<file path="src/rtl/stream_merge_2x1_pkg.sv">
// Shared definitions for the 2:1 packet merger: FSM state encodings and
// source index constants.
package stream_merge_2x1_pkg;

   typedef enum logic [1:0] {
      ST_IDLE  = 2'd0,
      ST_BUSY0 = 2'd1,
      ST_BUSY1 = 2'd2
   } state_t;

   localparam logic SRC0 = 1'b0;
   localparam logic SRC1 = 1'b1;

   // Locked state for a packet that is still open on source idx.
   function automatic state_t busy_state(input logic idx);
      return (idx == SRC1) ? ST_BUSY1 : ST_BUSY0;
   endfunction

endpackage

</file>
<file path="src/rtl/stream_merge_2x1_rr_grant_2.sv">
// Combinational two-way round-robin grant with packet lock override.
module rr_grant_2
   import stream_merge_2x1_pkg::*;
(
   input  logic [1:0] req,
   input  logic       prio,
   input  logic       lock,
   input  logic       lock_src,
   output logic       gnt_valid,
   output logic       gnt_idx
);

   // A locked packet owns the output whether or not its source is valid.
   always_comb begin
      gnt_valid = 1'b0;
      gnt_idx   = SRC0;
      if (lock) begin
         gnt_valid = 1'b1;
         gnt_idx   = lock_src;
      end else if (req == 2'b11) begin
         gnt_valid = 1'b1;
         gnt_idx   = prio;
      end else if (req[0]) begin
         gnt_valid = 1'b1;
         gnt_idx   = SRC0;
      end else if (req[1]) begin
         gnt_valid = 1'b1;
         gnt_idx   = SRC1;
      end
   end

endmodule

</file>
<file path="src/rtl/stream_merge_2x1.sv">
// Two-input packet merger: round-robin arbitration per packet, one-cycle
// registered output stage with source index.
module stream_merge_2x1
   import stream_merge_2x1_pkg::*;
#(
   parameter int WIDTH = 8
) (
   input  logic             clk,
   input  logic             rst,
   input  logic             in0_valid,
   input  logic [WIDTH-1:0] in0_data,
   input  logic             in0_last,
   output logic             in0_ready,
   input  logic             in1_valid,
   input  logic [WIDTH-1:0] in1_data,
   input  logic             in1_last,
   output logic             in1_ready,
   output logic             out_valid,
   output logic [WIDTH-1:0] out_data,
   output logic             out_last,
   output logic             out_src,
   input  logic             out_ready
);

   state_t           state;
   logic             prio;
   logic             lock;
   logic             lock_src;
   logic             gnt_valid;
   logic             gnt_idx;
   logic             load_en;
   logic             sel_valid;
   logic [WIDTH-1:0] sel_data;
   logic             sel_last;
   logic             accept;

   assign lock     = (state != ST_IDLE);
   assign lock_src = (state == ST_BUSY1) ? SRC1 : SRC0;

   rr_grant_2 u_grant (
      .req       ({in1_valid, in0_valid}),
      .prio      (prio),
      .lock      (lock),
      .lock_src  (lock_src),
      .gnt_valid (gnt_valid),
      .gnt_idx   (gnt_idx)
   );

   assign load_en   = !out_valid || out_ready;
   // Readies are held low during reset so no beat is lost upstream.
   assign in0_ready = !rst && load_en && gnt_valid && (gnt_idx == SRC0);
   assign in1_ready = !rst && load_en && gnt_valid && (gnt_idx == SRC1);

   assign sel_valid = (gnt_idx == SRC1) ? in1_valid : in0_valid;
   assign sel_data  = (gnt_idx == SRC1) ? in1_data  : in0_data;
   assign sel_last  = (gnt_idx == SRC1) ? in1_last  : in0_last;
   assign accept    = !rst && load_en && gnt_valid && sel_valid;

   always_ff @(posedge clk) begin
      if (rst) begin
         state     <= ST_IDLE;
         prio      <= SRC0;
         out_valid <= 1'b0;
         out_data  <= '0;
         out_last  <= 1'b0;
         out_src   <= SRC0;
      end else if (accept) begin
         out_valid <= 1'b1;
         out_data  <= sel_data;
         out_last  <= sel_last;
         out_src   <= gnt_idx;
         if (sel_last) begin
            state <= ST_IDLE;
            prio  <= !gnt_idx;
         end else begin
            state <= busy_state(gnt_idx);
         end
      end else if (out_ready) begin
         out_valid <= 1'b0;
      end
   end

endmodule
</file>
<file path="config.mk">
export PLATFORM = sky130hd
export DESIGN_NAME = stream_merge_2x1
export DESIGN_NICKNAME = d
export VERILOG_FILES = /design/src/rtl/stream_merge_2x1_pkg.sv /design/src/rtl/stream_merge_2x1_rr_grant_2.sv /design/src/rtl/stream_merge_2x1.sv
export SDC_FILE = /design/constraint.sdc
export NUM_CORES = 1
export LEC_CHECK = 0
export CORE_MARGIN = 1
export CORE_UTILIZATION = 40
export DETAILED_ROUTE_END_ITERATION = 6
export GPL_ROUTABILITY_DRIVEN = 1
export GPL_TIMING_DRIVEN = 0
export HOLD_SLACK_MARGIN = 0.12
export PLACE_DENSITY = 0.78
export RECOVER_POWER = 50
export SLEW_MARGIN = 40
export SYNTH_ARGS = -nofsm -noshare
export SYNTH_HDL_FRONTEND = slang
export SYNTH_HIERARCHICAL = 1
export SYNTH_SLANG_ARGS = --single-unit
</file>
<file path="constraint.sdc">
create_clock -name clk -period 4.9 [get_ports clk]
set_input_delay 0.49 -clock clk [delete_from_list [all_inputs] [get_ports clk]]
set_output_delay 0.49 -clock clk [all_outputs]
set_load 0.01 [all_outputs]
</file>
==> flow_summary.ini <==
[setup_path]
cp_slowest_stage_delay_ns = 0.63
crit_fanout = 10
cp.arrival_ns = 2.54
cpLargestDelayFamily = buffers and inverters
cpMaxStageDelayCell = dlygate4sd3_1
required_ns = 4.41
crit_type = input port to primary output
worst_r2r_endpoint = state[0]
cp_num_buf_inv = 4
reg2reg_slack_ns = 2.89
r2r-start = state[0]
endpoint_kind = primary output
reg2regPathDepth = 7
start_kind = input port
path_cells = dlygate4sd3_1 -> nand2b_1 -> o21ai_0 -> buf_6 -> buf_2 -> and3_1 -> clkdlybuf4s50_1

[sta]
hold_violations = 0
rsz0062_at_grt = false
setup_slack_ns = 1.87
fmax_ghz = 0.330
setup_violations = 0
tns_ns = 0
fin_crit_sh_pct = 61.8
fin_skew_ns = 0.000626
slew_viol_final = 0
maxSlewHeadroom_pct = 76.1
whs_ns = 0.474
tightestPinTransition_ns = 0.358
final.min_clock_period_ns = 3.03

[clock_network]
hold_buffers = 0
cts-root-buf = clkbuf_4
h-tree-depth = 1
clock_path_buffers = 2
cts_setup_buffers = 0
cts_made_buffers = 3
clk_pin_slew_ns = 0.08
clk_latency_ns = 0.27
cts.sinks = 14
cts_tree = built
cts-resized-gates = 0

[floorplanning]
start_util_pct = 43.6
die_h_um = 45.9
fp.dieW_um = 45.9
dieArea_sq_um = 2100
io-pin-count = 36
core_sq_um = 1760
fp-row-count = 15

[route]
viasPerCell = 4.87
first_pass_iters = 2
routedWlPerCell_um = 12.5
vias = 672
drtAntennaViolNets = 0
drt-initial-drc-count = 5
drc = 0
drt-total-wl_mm = 1.72

[power_and_ir_drop]
p_leak_uw = 0.000529
power.density_nw_per_um2 = 242
worst_ir_drop_vdd_v = 0.000152

[place]
hpwl_mm = 1.31
port_buffers = 35
gp_congestion = 0.778
post_dp_cell_area_sq_um = 1150
pre_cts_ws_ns = 1.91

[final_layout]
design_area_sq_um = 1170
n_antenna_cell = 0
fin_nets = 138
utilization_pct = 66.4
area_growth_pct = 52.2
layout-drive-gt1-share_pct = 9.73

[min_path]
hold_class = register to register
min-delay-start = out_data[4]
whs_path_depth = 2
hold_path_end = out_data[4]

[run]
drv_cap = 0

[global_route]
grt_pass1_vias = 672
grt_pass1_wl_mm = 2.85
grt_max_degree = 11
grt_use_total_pct = 19.3
overflow = 0
antenna_found_initial = 0

[logic_synthesis]
synthTopCellsByArea = dfxtp_1 (36%), mux2i_1 (25%), nand2b_1 (11%)
yosysSeqAreaShare_pct = 36.4
ys_ff_latch = 14
yosysUniqueCellTypes = 25
syn_inst = 75
synthArstFlopShare_pct = 0
synth_common_cells = mux2i_1 (19), dfxtp_1 (14), nand2b_1 (14)
netlist.area_leader.share_pct = 36.4
syn-cell-area_sq_um = 769
yosys_most_used_dff = dfxtp_1
yosysTopAreaCell = dfxtp_1
synth_most_common_cell = mux2i_1
syn_avg_cell_area_sq_um = 10.3
synth-edff-count = 0
syn_nets = 98
ys_warn_count = 6

[outcome]
status = completed
## report_power, final
part / switching, uW / internal, uW / leakage (uW)
clock: 35.4 / 28.4 / 0.0000138
combinational: 35.1 / 54.7 / 0.000400
sequential: 5.19 / 125 / 0.000115
total: 75.7 / 208 / 0.000529
## metal layers
layer	part of all wire, %	wire length (um)	vias up	track usage, %
met1	42	721	302	21.6
met4	0.75	13	0	7.06
li1	-	-	341	-
met3	7.1	123	2	6.35
met2	50	865	27	33.5
met5	0	0	-	0
## worst min-delay path, cell delays in order (launching register included)
cell	delay, ns
dfxtp_1	0.31
nand2b_1	0.06
mux2i_1	0.06
## sequential cells by signal, indices dropped and copies added (netlist names)
signal and count:
prio 1, out_data 8, out_src 1, state 2, out_valid 1, out_last 1
## layout by cell type, fill, tap and decap left out, types with 2 or more instances in the layout
cell             synthesis  final
clkdlybuf4s50_1          0     23
mux2i_1                 19     19
nand2b_1                14     14
dfxtp_1                 14     14
dlygate4sd3_1            0     12
nor2_1                   3      3
nor2b_1                  3      3
clkbuf_4                 0      3
buf_2                    2      2
nand2_1                  2      2
## worst max path at each step
stage                     startpoint   endpoint  slack, ns  cells past startpoint
after floorplan             state[0]  in1_ready       2.91                      6
after global placement     in0_valid  in1_ready       1.92                      7
after detailed placement   in0_valid  in1_ready       1.91                      7
after CTS                  in0_valid  in1_ready       1.91                      7
after global routing       in1_valid  in1_ready       1.78                      7
final                      in1_valid  in1_ready       1.87                      7
## layout make-up
cell class	count	area (sq um)
fill	152	593
tap	25	31.3
sequential	14	280
buffer	5	45.0
multi-input combinational	56	442
clock buffer	3	22.5
timing repair buffer	35	350
## metrics by stage
step           cells  total power [uW]
2_1_floorplan     75               181
3_3_place_gp     135               226
3_5_place_dp     135               228
4_1_cts          138               292
5_1_grt          138               300
6_report         138               283
## cell families (layout without fill, tap and decap cells)
family / count (synthesis) / after routing / share of synthesized area [%]
and+or+nand+nor: 30 / 30 / 25.2
muxes: 21 / 21 / 28.1
DFF: 14 / 14 / 36.4
AOI/OAI and AO/OA: 5 / 5 / 4.39
buffers and inverters: 5 / 43 / 5.85
Note: power is estimated with default switching activity, not from simulation.
